**src/rtl/alu_seq.sv**
```systemverilog
// alu_seq: sequential ALU. Logic and arithmetic ops, shifts and illegal ops finish in one cycle.
// Signed multiply runs as iterative Booth (or single-cycle), and unsigned divide is restoring.
module alu_seq #(
  parameter int W        = 16,
  parameter int MUL_ITER = 1
) (
  input  logic         clk,
  input  logic         rst_n,
  input  logic         start,
  input  logic [3:0]   op,
  input  logic         c7,
  input  logic         c14,
  input  logic [W-1:0] acc_in,
  input  logic [W-1:0] y_in,
  input  logic [W-1:0] mr_in,
  output logic         busy,
  output logic         done,
  output logic [W-1:0] result,
  output logic [W-1:0] mr_out,
  output logic         err
);

  localparam int CW = $clog2(W);
  localparam logic [CW-1:0] CNT_LAST = CW'(W - 1);
  localparam logic MUL_SEQ = (MUL_ITER != 0);

  localparam logic [3:0] OP_PASSY = 4'd0;
  localparam logic [3:0] OP_ADD   = 4'd1;
  localparam logic [3:0] OP_SUB   = 4'd2;
  localparam logic [3:0] OP_MUL   = 4'd3;
  localparam logic [3:0] OP_DIV   = 4'd4;
  localparam logic [3:0] OP_AND   = 4'd5;
  localparam logic [3:0] OP_OR    = 4'd6;
  localparam logic [3:0] OP_NOTY  = 4'd7;
  localparam logic [3:0] OP_SHR   = 4'd8;
  localparam logic [3:0] OP_SHL   = 4'd9;
  localparam logic [3:0] OP_NOTX  = 4'd10;

  typedef enum logic [1:0] {
    S_IDLE = 2'd0,
    S_RUN  = 2'd1,
    S_DONE = 2'd2
  } state_t;

  state_t r_state;
  state_t w_state_nx;

  logic [3:0]    r_op;
  logic [CW-1:0] r_cnt;
  logic [W:0]    r_a;
  logic [W-1:0]  r_q;
  logic [W-1:0]  r_m;
  logic          r_q1;
  logic          r_busy;
  logic          r_done;
  logic          r_err;
  logic [W-1:0]  r_result;
  logic [W-1:0]  r_mr_out;

  logic [W-1:0]  w_x;
  logic [W-1:0]  w_y;
  logic          w_accept;
  logic          w_iter_op;
  logic          w_last;

  logic [2*W-1:0] w_cat;
  logic [2*W-1:0] w_prod;
  logic [W-1:0]   w_sc_res;
  logic [W-1:0]   w_sc_mr;
  logic           w_sc_err;
  logic           w_sext;

  logic [W:0]    w_bm;
  logic [W:0]    w_ba;
  logic [W:0]    w_b_a;
  logic [W-1:0]  w_b_q;
  logic          w_b_q1;
  logic [W:0]    w_d_sh;
  logic [W:0]    w_d_sub;
  logic [W:0]    w_d_a;
  logic [W-1:0]  w_d_q;

  logic [3:0]    w_op_nx;
  logic [CW-1:0] w_cnt_nx;
  logic [W:0]    w_a_nx;
  logic [W-1:0]  w_q_nx;
  logic [W-1:0]  w_m_nx;
  logic          w_q1_nx;
  logic [W-1:0]  w_res_nx;
  logic [W-1:0]  w_mr_nx;
  logic          w_err_nx;
  logic          w_busy_nx;
  logic          w_done_nx;

  assign w_x       = c7  ? acc_in : {W{1'b0}};
  assign w_y       = c14 ? y_in   : {W{1'b0}};
  assign w_accept  = start && (r_state == S_IDLE);
  assign w_iter_op = ((op == OP_MUL) && MUL_SEQ) || ((op == OP_DIV) && (w_y != {W{1'b0}}));
  assign w_last    = (r_cnt == CNT_LAST);
  assign w_cat     = {mr_in, w_x};
  assign w_prod    = $signed({{W{w_x[W-1]}}, w_x}) * $signed({{W{w_y[W-1]}}, w_y});

  always_comb begin
    w_sc_res = {W{1'b0}};
    w_sc_mr  = {W{1'b0}};
    w_sc_err = 1'b0;
    w_sext   = 1'b1;
    case (op)
      OP_PASSY: w_sc_res = w_y;
      OP_ADD:   w_sc_res = w_x + w_y;
      OP_SUB:   w_sc_res = w_x - w_y;
      OP_AND:   w_sc_res = w_x & w_y;
      OP_OR:    w_sc_res = w_x | w_y;
      OP_NOTY:  w_sc_res = ~w_y;
      OP_NOTX:  w_sc_res = ~w_x;
      OP_MUL: begin
        {w_sc_mr, w_sc_res} = w_prod;
        w_sext = 1'b0;
      end
      // Only reached for a zero divisor; real divides take the iterative path.
      OP_DIV: begin
        w_sc_res = {W{1'b1}};
        w_sc_mr  = w_x;
        w_sc_err = 1'b1;
        w_sext   = 1'b0;
      end
      OP_SHR: begin
        {w_sc_mr, w_sc_res} = w_cat >> 1'b1;
        w_sext = 1'b0;
      end
      OP_SHL: begin
        {w_sc_mr, w_sc_res} = w_cat << 1'b1;
        w_sext = 1'b0;
      end
      default: begin
        w_sc_err = 1'b1;
        w_sext   = 1'b0;
      end
    endcase
    if (w_sext) begin
      w_sc_mr = {W{w_sc_res[W-1]}};
    end else begin
      w_sc_mr = w_sc_mr;
    end
  end

  // One radix-2 Booth step and one restoring-divide step, both from the working registers.
  always_comb begin
    w_bm = {r_m[W-1], r_m};
    case ({r_q[0], r_q1})
      2'b01:   w_ba = r_a + w_bm;
      2'b10:   w_ba = r_a - w_bm;
      default: w_ba = r_a;
    endcase
    {w_b_a, w_b_q, w_b_q1} = {w_ba[W], w_ba, r_q};

    w_d_sh  = {r_a[W-1:0], r_q[W-1]};
    w_d_sub = w_d_sh - {1'b0, r_m};
    if (w_d_sub[W]) begin
      w_d_a = w_d_sh;
      w_d_q = {r_q[W-2:0], 1'b0};
    end else begin
      w_d_a = w_d_sub;
      w_d_q = {r_q[W-2:0], 1'b1};
    end
  end

  always_ff @(posedge clk or negedge rst_n) begin
    if (!rst_n) begin
      r_state <= S_IDLE;
    end else begin
      r_state <= w_state_nx;
    end
  end

  always_comb begin
    w_state_nx = r_state;
    case (r_state)
      S_IDLE: begin
        if (w_accept) begin
          w_state_nx = w_iter_op ? S_RUN : S_DONE;
        end else begin
          w_state_nx = S_IDLE;
        end
      end
      S_RUN:   w_state_nx = w_last ? S_DONE : S_RUN;
      S_DONE:  w_state_nx = S_IDLE;
      default: w_state_nx = S_IDLE;
    endcase
  end

  // Visible results change only when an operation finishes, never mid-iteration.
  always_comb begin
    w_op_nx  = r_op;
    w_cnt_nx = r_cnt;
    w_a_nx   = r_a;
    w_q_nx   = r_q;
    w_m_nx   = r_m;
    w_q1_nx  = r_q1;
    w_res_nx = r_result;
    w_mr_nx  = r_mr_out;
    w_err_nx = r_err;
    case (r_state)
      S_IDLE: begin
        if (w_accept) begin
          w_op_nx  = op;
          w_cnt_nx = {CW{1'b0}};
          w_a_nx   = {(W+1){1'b0}};
          w_q_nx   = w_x;
          w_m_nx   = w_y;
          w_q1_nx  = 1'b0;
          if (!w_iter_op) begin
            w_res_nx = w_sc_res;
            w_mr_nx  = w_sc_mr;
            w_err_nx = w_sc_err;
          end else begin
            w_err_nx = r_err;
          end
        end else begin
          w_cnt_nx = r_cnt;
        end
      end
      S_RUN: begin
        w_cnt_nx = r_cnt + 1'b1;
        if (r_op == OP_MUL) begin
          w_a_nx  = w_b_a;
          w_q_nx  = w_b_q;
          w_q1_nx = w_b_q1;
        end else begin
          w_a_nx  = w_d_a;
          w_q_nx  = w_d_q;
        end
        if (w_last) begin
          w_err_nx = 1'b0;
          if (r_op == OP_MUL) begin
            w_mr_nx  = w_b_a[W-1:0];
            w_res_nx = w_b_q;
          end else begin
            w_mr_nx  = w_d_a[W-1:0];
            w_res_nx = w_d_q;
          end
        end else begin
          w_err_nx = r_err;
        end
      end
      S_DONE:  w_cnt_nx = r_cnt;
      default: w_cnt_nx = {CW{1'b0}};
    endcase
    w_busy_nx = (w_state_nx == S_RUN);
    w_done_nx = (w_state_nx == S_DONE);
  end

  always_ff @(posedge clk or negedge rst_n) begin
    if (!rst_n) begin
      r_op     <= 4'd0;
      r_cnt    <= {CW{1'b0}};
      r_a      <= {(W+1){1'b0}};
      r_q      <= {W{1'b0}};
      r_m      <= {W{1'b0}};
      r_q1     <= 1'b0;
      r_result <= {W{1'b0}};
      r_mr_out <= {W{1'b0}};
      r_err    <= 1'b0;
      r_busy   <= 1'b0;
      r_done   <= 1'b0;
    end else begin
      r_op     <= w_op_nx;
      r_cnt    <= w_cnt_nx;
      r_a      <= w_a_nx;
      r_q      <= w_q_nx;
      r_m      <= w_m_nx;
      r_q1     <= w_q1_nx;
      r_result <= w_res_nx;
      r_mr_out <= w_mr_nx;
      r_err    <= w_err_nx;
      r_busy   <= w_busy_nx;
      r_done   <= w_done_nx;
    end
  end

  assign busy   = r_busy;
  assign done   = r_done;
  assign result = r_result;
  assign mr_out = r_mr_out;
  assign err    = r_err;

endmodule

```
**config.mk**
```make
export PLATFORM = sky130hd
export DESIGN_NAME = alu_seq
export DESIGN_NICKNAME = d
export VERILOG_FILES = /design/src/rtl/alu_seq.sv
export SDC_FILE = /design/constraint.sdc
export NUM_CORES = 1
export LEC_CHECK = 0
export ABC_AREA = 0
export CAP_MARGIN = 40
export CORE_AREA = 8 8 233 235
export DETAILED_ROUTE_END_ITERATION = 16
export DIE_AREA = 0 0 241 243
export PLACE_DENSITY_LB_ADDON = 0.3
export SYNTH_ARGS = -nofsm -noshare
export SYNTH_HDL_FRONTEND = slang
export SYNTH_SLANG_ARGS = --single-unit
```
**constraint.sdc**
```tcl
create_clock -name clk -period 8.1 [get_ports clk]
set_input_delay 1.215 -clock clk [delete_from_list [all_inputs] [get_ports clk]]
set_output_delay 1.215 -clock clk [all_outputs]
set_load 0.05 [all_outputs]
```
==> metrics.md <==
| Metric | Value |
|---|---|
| Status | `complete, no violations` |
| IO Pins | `92` |
| Mapped Area | `18600 µm²` |
| Critical Path Sink Type | `register` |
| ANT cells | `0` |
| Warning count from the yosys run | `0` |
| Post-synthesis instance total | `2299` |
| WL/cell | `22.9 µm` |
| Clock transition at path regs | `0.07 ns` |
| Initial drt markers | `1589` |
| Die area | `58600 µm²` |
| Clock Latency Late Sink | `0.35 ns` |
| Pwr Density | `236 nW/µm²` |
| Cell breakdown of the critical path | `clkdlybuf4s50_1, buf_12, nand2_1, inv_2, nand2_1, fa_1, fa_1, fa_1, fa_1, inv_1, fa_1, inv_1, fa_1, inv_1, ha_1, and3_1, a221o_1, and2_4, a211o_1, a221o_1, o21ai_2, nand3_2, a2111oi_4, o21ai_1` |
| Fmax achieved | `127 MHz` |
| Core Rows | `83` |
| Slew HR | `39.9%` |
| Startpoint types | `input pin` |
| Largest net degree at the start of global routing | `64` |
| Leakage power | `9.86 nW` |
| Sequential share of the synthesized area | `12.8%` |
| Initial core utilization | `36.6%` |
| Metal2 WL | `31.8 mm` |
| Worst Clk Skew | `0.0125 ns` |
| DRC viols | `0` |
| Number of synthesized flops with an enable pin | `0` |
| Max Used Layer | `met4` |
| Fin. Hold Viols | `0` |
| Hold Slack | `0.481 ns` |
| Drt first pass iters | `6` |
| Fillcell total | `5183` |
| Ys flop type | `dfrtp_1` |
| Tcrit/Tclk final | `97.5%` |
| Share of layout cells above drive strength 1 | `7.52%` |
| #FFs+latches synth | `95` |
| Max-cap check violation count | `0` |
| Die H | `243 µm` |
| # setup viols final | `0` |
| RD Place Congestion | `0.991` |
| Async S/R FF share, synth | `100%` |
| Post-synth net total | `2755` |
| CP required | `8.32 ns` |
| WL met3 | `4.95 mm` |
| CTS tree | `done` |
| Hold crit path type | `reg -> reg` |
| Initial antenna violation count | `0` |
| Post-CTS Hold Buffers | `0` |
| Hpwl dp | `57.7 mm` |
| Worst vdd ir | `144 µV` |
| Floorplan core area | `50700 µm²` |
| First-pass GRT wire length | `109 mm` |
| Layout Utilization | `41.8%` |
| Unrepaired setup endpoints after global routing | `yes` |
| Via count | `17500` |
| Total track usage | `24.1%` |
| Grt total ovfl | `0` |
| CP max stage cell | `fa_1` |
| Max Slew Vio Count | `0` |
| P&R area growth vs syn | `14.2%` |
| Vias in the first global route | `18300` |
| CP arrival | `8.12 ns` |
| Routed met1 length | `30.0 mm` |
| Vias/cell | `5.65` |
| Sink Count | `95` |
| CP delay by family, top | `adder cells` |
| Worst Path Buf+Inv | `6` |
| Worst Tran Pin Value | `0.889 ns` |
| Max incr delay on CP | `0.55 ns` |
| Setup Crit Path Kind | `in -> reg` |
| Clock buffer depth | `2` |
| Port Buffers | `91` |
| ANT nets after route | `0` |
| Layout Nets | `2859` |
| Clock buffer count from CTS | `9` |
| Final WL | `70.6 mm` |
| Die width | `241 µm` |
| H-Tree Level Count | `3` |
| Setup repair bufs after CTS | `0` |
| Overall power | `5.01 mW` |
| Synth Area per Inst | `8.07 µm²` |
| Post_cts resized | `0` |
| Clk root buf | `clkbuf_16` |
| Minimum clock period | `7.89 ns` |
| Critical Path Most Common Cell | `fa_1` |
| Crit-path max FO | `18` |
| Unique masters post-synth | `89` |
per-stage QoR:
step                cells   TNS [ns]  area [µm²]  setup slack (ns)
CTS                  3088          0       21200            0.0332
global placement     3069      -2.78       20800            -0.310
detailed placement   3072      -3.54       20900            -0.323
finish               3088          0       21200             0.205
floorplan            2299          0       18600             0.110
global route         3088  -0.000482       21200         -0.000482
placed cells by master, fill, tap and decap left out, types with 65 or more instances in the layout:
master	synthesis	layout
inv_1	337	336
nand2_1	313	308
fa_1	265	265
nor2_1	220	220
o21ai_0	140	138
ha_1	134	134
buf_4	0	124
a21oi_1	122	121
dfrtp_1	95	95
clkdlybuf4s50_1	0	89
xnor2_1	65	65
worst paths after layout:
check                               startpoint                endpoint  slack [ns]  depth (start not counted)
setup / recovery                            c7   mr_out[1]$_DFFE_PN0P_        0.21                         24
hold / removal             r_op[2]$_DFFE_PN0P_     r_op[2]$_DFFE_PN0P_        0.48                          2
setup reg to reg           r_q[15]$_DFFE_PN0P_  mr_out[15]$_DFFE_PN0P_        2.90                         21
hold reg to reg            r_op[2]$_DFFE_PN0P_     r_op[2]$_DFFE_PN0P_        0.48                          2
max in group asynchronous                rst_n  result[14]$_DFFE_PN0P_        6.11                          2
min in group asynchronous                rst_n   result[9]$_DFFE_PN0P_        0.80                          1
cell families (layout without fill, tap and decap cells):
| logic type | Yosys count | in the layout | synth area share (%) |
|---|---|---|---|
| buffers and inverters | 469 | 578 | 9.59 |
| flip-flops | 95 | 95 | 12.8 |
| AO/OA/AOI/OAI | 524 | 524 | 18.2 |
| AND/OR/NAND/NOR | 715 | 715 | 17.0 |
| adder cells (fa/ha/maj) | 399 | 399 | 37.6 |
| XOR/XNOR | 79 | 79 | 3.73 |
| multiplexers | 18 | 18 | 1.00 |
Yosys cell counts, types with 19 or more instances:
library cell / number / share of area (%)
nor2_1: 220 / 4.5
xnor2_1: 65 / 3.1
dfrtp_1: 95 / 13
nand3_1: 31 / 0.84
a21oi_1: 122 / 3.3
o21ai_0: 140 / 3.8
clkbuf_1: 105 / 2.1
a31oi_1: 30 / 1.0
o211ai_1: 19 / 0.77
nor3_1: 39 / 1.1
inv_1: 337 / 6.8
o22ai_1: 23 / 0.78
nand2_1: 313 / 6.3
and2_1: 19 / 0.64
a21o_1: 20 / 0.81
ha_1: 134 / 9.0
a211oi_1: 28 / 1.1
fa_1: 265 / 29
state kept, by name, summed over array words and instances, names as in the netlist:
signal,flops
result,16
r_op,4
mr_out,16
r_q,16
r_a,17
r_q1,1
r_m,16
busy,1
r_cnt,4
err,1
done,1
r_state,2
power breakdown:
part | total, mW | switching (mW) | internal (mW)
Sequential | 0.783 | 0.169 | 0.614
Clock | 0.426 | 0.208 | 0.218
Combinational | 3.80 | 2.33 | 1.46
Total | 5.01 | 2.71 | 2.30
worst min-delay path, stage by stage, from the launching register on:
cell     delay, ns
dfrtp_1       0.35
nand2_1       0.05
nand2_1       0.05
layout make-up:
| cell class | count | area [µm²] | area share (%) |
|---|---|---|---|
| Clock buffer | 9 | 225 | 1.06 |
| Clock inverter | 7 | 72.6 | 0.343 |
| Multi-Input combinational cell | 1735 | 14500 | 68.2 |
| Tap cell | 680 | 851 | 4.02 |
| Sequential cell | 95 | 2380 | 11.2 |
| Timing Repair Buffer | 218 | 1910 | 9.01 |
| Inverter | 344 | 1290 | 6.11 |
per-layer routing:
metal,track usage (%),vias to the layer above
li1,-,7809
met2,38.5,737
met5,0,-
met3,3.30,184
met4,11.3,0
met1,32.0,8720
No activity file was read; power rests on OpenSTA's default activity.
